`src/rtl/uart_pkg.sv`:
```
// Shared UART definitions: transmitter state encoding and default frame
// geometry, common to the TX and RX paths.
package uart_pkg;

    localparam int unsigned DEFAULT_DATA_WIDTH = 8;
    localparam int unsigned DEFAULT_PRESCALE   = 8;

    typedef enum logic [2:0] {
        IDLE   = 3'd0,
        START  = 3'd1,
        DATA   = 3'd2,
        PARITY = 3'd3,
        STOP   = 3'd4
    } tx_state_e;

    // Clocks occupied by one complete frame on the line.
    function automatic int unsigned frame_clocks(input int unsigned prescale,
                                                 input int unsigned data_width,
                                                 input bit          parity_en);
        return prescale * (data_width + 2 + (parity_en ? 1 : 0));
    endfunction

endpackage

```
`src/rtl/tx_tick_counter.sv`:
```
// Bit-time timing for the UART transmitter: a tick counter running
// 0..PRESCALE-1 and a bit counter advanced once per completed bit time.
// bit_done flags the final tick of the current bit; last_bit flags that the
// bit counter sits on the final payload bit.
module tx_tick_counter
    import uart_pkg::*;
#(
    parameter int unsigned PRESCALE   = DEFAULT_PRESCALE,
    parameter int unsigned DATA_WIDTH = DEFAULT_DATA_WIDTH
) (
    input  logic clk_based_on_prescale,
    input  logic asy_reset,
    input  logic clear,
    input  logic enable,
    output logic bit_done,
    output logic last_bit
);

    localparam int unsigned TICK_W = (PRESCALE   > 1) ? $clog2(PRESCALE)   : 1;
    localparam int unsigned BIT_W  = (DATA_WIDTH > 1) ? $clog2(DATA_WIDTH) : 1;

    localparam logic [TICK_W-1:0] TICK_MAX = TICK_W'(PRESCALE - 1);
    localparam logic [BIT_W-1:0]  BIT_MAX  = BIT_W'(DATA_WIDTH - 1);

    logic [TICK_W-1:0] tick;
    logic [BIT_W-1:0]  bit_cnt;

    // End-of-bit and end-of-payload flags decoded from the counters.
    always_comb begin
        bit_done = enable && (tick == TICK_MAX);
        last_bit = (bit_cnt == BIT_MAX);
    end

    // Tick counter wraps on each bit boundary; bit counter steps there too.
    always_ff @(posedge clk_based_on_prescale or negedge asy_reset) begin
        if (!asy_reset) begin
            tick    <= '0;
            bit_cnt <= '0;
        end else if (clear) begin
            tick    <= '0;
            bit_cnt <= '0;
        end else if (enable) begin
            if (tick == TICK_MAX) begin
                tick    <= '0;
                bit_cnt <= bit_cnt + BIT_W'(1);
            end else begin
                tick    <= tick + TICK_W'(1);
            end
        end
    end

endmodule

```
`src/rtl/uart_tx_frame.sv`:
```
// UART transmitter: accepts one word over valid/ready and sends start bit,
// DATA_WIDTH data bits LSB first, optional parity bit and one stop bit, each
// held PRESCALE clocks. tx_out is registered from the current state, so the
// line lags the state machine by one clock.
// Build option: define UART_TX_PARITY_EN to add the par_typ port and a
// parity bit (par_typ 0 = even, 1 = odd) after the data bits.
module uart_tx_frame
    import uart_pkg::*;
#(
    parameter int unsigned DATA_WIDTH = DEFAULT_DATA_WIDTH,
    parameter int unsigned PRESCALE   = DEFAULT_PRESCALE
) (
    input  logic                  clk_based_on_prescale,
    input  logic                  asy_reset,
    input  logic [DATA_WIDTH-1:0] data_in,
    input  logic                  data_valid,
    output logic                  tx_ready,
`ifdef UART_TX_PARITY_EN
    input  logic                  par_typ,
`endif
    output logic                  tx_out,
    output logic                  busy
);

    tx_state_e state;
    tx_state_e state_next;

    logic [DATA_WIDTH-1:0] shift_reg;
    logic                  accept;
    logic                  cnt_clear;
    logic                  cnt_enable;
    logic                  bit_done;
    logic                  last_bit;
`ifdef UART_TX_PARITY_EN
    logic                  parity_bit;
`endif

    tx_tick_counter #(
        .PRESCALE   (PRESCALE),
        .DATA_WIDTH (DATA_WIDTH)
    ) u_tick_counter (
        .clk_based_on_prescale (clk_based_on_prescale),
        .asy_reset             (asy_reset),
        .clear                 (cnt_clear),
        .enable                (cnt_enable),
        .bit_done              (bit_done),
        .last_bit              (last_bit)
    );

    // State register.
    always_ff @(posedge clk_based_on_prescale or negedge asy_reset) begin
        if (!asy_reset) begin
            state <= IDLE;
        end else begin
            state <= state_next;
        end
    end

    // Next-state, handshake and counter control.
    always_comb begin
        state_next = state;
        accept     = 1'b0;
        tx_ready   = 1'b0;
        busy       = 1'b1;
        cnt_enable = 1'b1;
        cnt_clear  = 1'b0;

        case (state)
            IDLE: begin
                tx_ready   = 1'b1;
                busy       = 1'b0;
                cnt_enable = 1'b0;
                cnt_clear  = 1'b1;
                if (data_valid) begin
                    accept     = 1'b1;
                    state_next = START;
                end
            end
            START: begin
                if (bit_done) begin
                    state_next = DATA;
                end
            end
            DATA: begin
                if (bit_done && last_bit) begin
`ifdef UART_TX_PARITY_EN
                    state_next = PARITY;
`else
                    state_next = STOP;
`endif
                end
            end
`ifdef UART_TX_PARITY_EN
            PARITY: begin
                if (bit_done) begin
                    state_next = STOP;
                end
            end
`endif
            STOP: begin
                if (bit_done) begin
                    state_next = IDLE;
                end
            end
            default: begin
                state_next = IDLE;
            end
        endcase

        // Every state starts its bit timing from zero.
        if (state_next != state) begin
            cnt_clear = 1'b1;
        end
    end

    // Payload shift register: loaded on transfer, shifted at each data bit end.
    always_ff @(posedge clk_based_on_prescale or negedge asy_reset) begin
        if (!asy_reset) begin
            shift_reg <= '0;
        end else if (accept) begin
            shift_reg <= data_in;
        end else if ((state == DATA) && bit_done) begin
            shift_reg <= shift_reg >> 1;
        end
    end

`ifdef UART_TX_PARITY_EN
    // Parity of the accepted word, computed once while the whole word is visible.
    always_ff @(posedge clk_based_on_prescale or negedge asy_reset) begin
        if (!asy_reset) begin
            parity_bit <= 1'b0;
        end else if (accept) begin
            parity_bit <= (^data_in) ^ par_typ;
        end
    end
`endif

    // Registered serial line, driven from the current state.
    always_ff @(posedge clk_based_on_prescale or negedge asy_reset) begin
        if (!asy_reset) begin
            tx_out <= 1'b1;
        end else begin
            case (state)
                IDLE:    tx_out <= 1'b1;
                START:   tx_out <= 1'b0;
                DATA:    tx_out <= shift_reg[0];
`ifdef UART_TX_PARITY_EN
                PARITY:  tx_out <= parity_bit;
`endif
                STOP:    tx_out <= 1'b1;
                default: tx_out <= 1'b1;
            endcase
        end
    end

endmodule

```
`config.mk`:
```
export PLATFORM = sky130hd
export DESIGN_NAME = uart_tx_frame
export DESIGN_NICKNAME = d
export VERILOG_FILES = /design/src/rtl/uart_pkg.sv /design/src/rtl/tx_tick_counter.sv /design/src/rtl/uart_tx_frame.sv
export SDC_FILE = /design/constraint.sdc
export NUM_CORES = 1
export LEC_CHECK = 0
export BUFFER_PORTS_ARGS = -buffer_cell sky130_fd_sc_hd__clkbuf_2
export CAP_MARGIN = 5
export CORE_MARGIN = 1.5
export CORE_UTILIZATION = 54
export DETAILED_ROUTE_END_ITERATION = 10
export MAX_ROUTING_LAYER = met4
export PLACE_DENSITY = 0.76
export SKIP_CTS_REPAIR_TIMING = 1
export SYNTH_ARGS = -nofsm -noshare
export SYNTH_HDL_FRONTEND = slang
export SYNTH_HIERARCHICAL = 1
export SYNTH_SLANG_ARGS = --single-unit
```
`constraint.sdc`:
```
create_clock -name clk_based_on_prescale -period 2.6 [get_ports clk_based_on_prescale]
set_input_delay 0.52 -clock clk_based_on_prescale [delete_from_list [all_inputs] [get_ports clk_based_on_prescale]]
set_output_delay 0.52 -clock clk_based_on_prescale [all_outputs]
set_load 0.005 [all_outputs]
```
==> reports/results.tsv <==
metric	value	unit
status	finished clean	
fmax	445	MHz
largest_reg_flops	8	
synthXorXnorAreaFrac	0	%
ff_latch_area	452	um2
cp-end-kind	flop	
num_antenna_cells	0	
synthCells	85	
cts_tree	built	
synth.yosys.seq_area_share	45.9	%
crit_path_start_kind	flop	
synthTopCellsByArea	dfrtp_1 (43%), mux2_2 (14%), ha_1 (5.1%)	
wirelength	1590	um
routedWlPerCell	12.6	um
grt_pass1_vias	620	
ir_drop	533	uV
htreeDepth	1	
ios	14	
fin_crit	2240	ps
cp_max_fo	9	
synth_area	983	um2
required	2780	ps
drive_above_1_share	39.6	%
drtAntennaViolNets	0	
multi_input_area	490	um2
io_buffers	13	
firstDrtPassIters	4	
synth_fa_ha_area_share	5.09	%
reg2reg_setup_slack	360	ps
setup_violations	0	
coreArea	1730	um2
fp-row-count	15	
start_util	57.0	%
fin_area	1120	um2
synth-simple-area-share	15.6	%
worst_slack	355	ps
grt_pass1_wl	2580	um
area_growth	13.5	%
min_period_over_period	86.3	%
synth_seq_cells	18	
globalplace.congestion	0.840	
die_y	45.7	um
clkLatencyLatePin	290	ps
worstHoldPathType	in2async	
place_area	1080	um2
slew_violations	0	
grt_overflow	0	
synthMuxAreaShare	20.0	%
cts_buffers	3	
path_clk_slew	110	ps
reg2reg_to	u_tick_counter/bit_cnt[0]	
layout_common_cells	dfrtp_1 (17), clkbuf_2 (13), mux2_2 (12)	
grt_antenna_before_repair	0	
power.density	902	nW/um2
ys_warn_count	6	
fin_tns_setup	0	ps
ys_types	32	
hold_viol	0	
viasPerCell	5.45	
die-area	2090	um2
skew	6.56	ps
worst_ep_arrival_time	2420	ps
crit_type	reg2reg	
hpwl	1160	um
syn-num-nets	100	
relSlewSlack	64.0	%
synth_top_family_by_area	multiplexers	
synth_compound_area_share	9.16	%
numClockSinks	18	
grt_start_max_net_pins	19	
avgSynthCellArea	11.6	um2
reg2regPathDepth	8	
nets	117	
tightest_slew	537	ps
root_buffer	clkbuf_4	
final_common_cell	dfrtp_1	
drcViolationCount	0	
synth_top_area_share	43.3	%
clk_path_buf_depth	2	
whs	143	ps
num_vias	687	
drt_iter0_drc	16	
place_ws	380	ps
placed_cells	122	
yosys.area.top_type	dfrtp_1	
track_usage	18.2	%
total_power	1.01	mW
maxCapViolCount	0	
fin_util	64.6	%
die_x	45.7	um
fin_cells	126	
rsz0062_at_grt	no	
nFillCells	145	
rr_startpoint	u_tick_counter/tick[0]	
leakage	0.539	nW
## critical path: stages (launching register included)
cell     delay [ps]
dfrtp_1         380
ha_1            160
ha_1            240
and2_1          330
a21oi_1         140
a21oi_1         180
o22a_1          300
nor2_1           80
mux2_1          310
## final cells by class
type	count	share of cell area [%]
multi-input combinational	59	43.9
clock buffer	4	3.25
sequential	18	40.5
timing repair buffer	17	8.52
inverter	3	1.01
tap	25	2.80
## metal layers
layer  part of all wire [%]  vias up  track usage (%)
li1                       -      335                -
met3                    2.9        2             3.57
met4                   0.76        0             8.82
met5                      0        -                -
met1                     49      334             22.5
met2                     47       16             28.2
## cells in the mapped netlist, drive strengths merged
master,number
a21bo,2
a21oi,7
a22oi,1
and2,1
and4bb,1
buf,3
clkbuf,2
dfrtp,17
dfstp,1
ha,4
inv,3
mux2,13
mux2i,5
nand2,2
nand2b,1
nand3,2
nand4b,1
nor2,6
nor2b,2
nor3,2
nor3b,1
nor4b,1
o21ai,2
o22a,1
o41ai,1
or2,1
or3,1
or3b,1
## power by group
part / switching, mW / total [mW] / internal (mW) / leakage, nW
Clock: 0.0881 / 0.173 / 0.0853 / 0.0210
Sequential: 0.0557 / 0.444 / 0.388 / 0.224
Combinational: 0.179 / 0.389 / 0.210 / 0.295
Total: 0.323 / 1.01 / 0.684 / 0.539
## how the worst max path moves through the flow
stage                           startpoint                        end
finish              u_tick_counter/tick[0]  u_tick_counter/bit_cnt[0]
global route        u_tick_counter/tick[0]  u_tick_counter/bit_cnt[0]
CTS                 u_tick_counter/tick[0]  u_tick_counter/bit_cnt[0]
detailed placement  u_tick_counter/tick[0]  u_tick_counter/bit_cnt[0]
global placement    u_tick_counter/tick[0]               shift_reg[4]
floorplan                         state[2]  u_tick_counter/bit_cnt[0]
## kinds of logic after synthesis
logic type | after synthesis
muxes | 18
DFF | 18
adders and majority gates | 4
buffers and inverters | 8
and+or+nand+nor | 23
AOI/OAI and AO/OA | 14
Note: power is estimated with default switching activity, not from simulation.
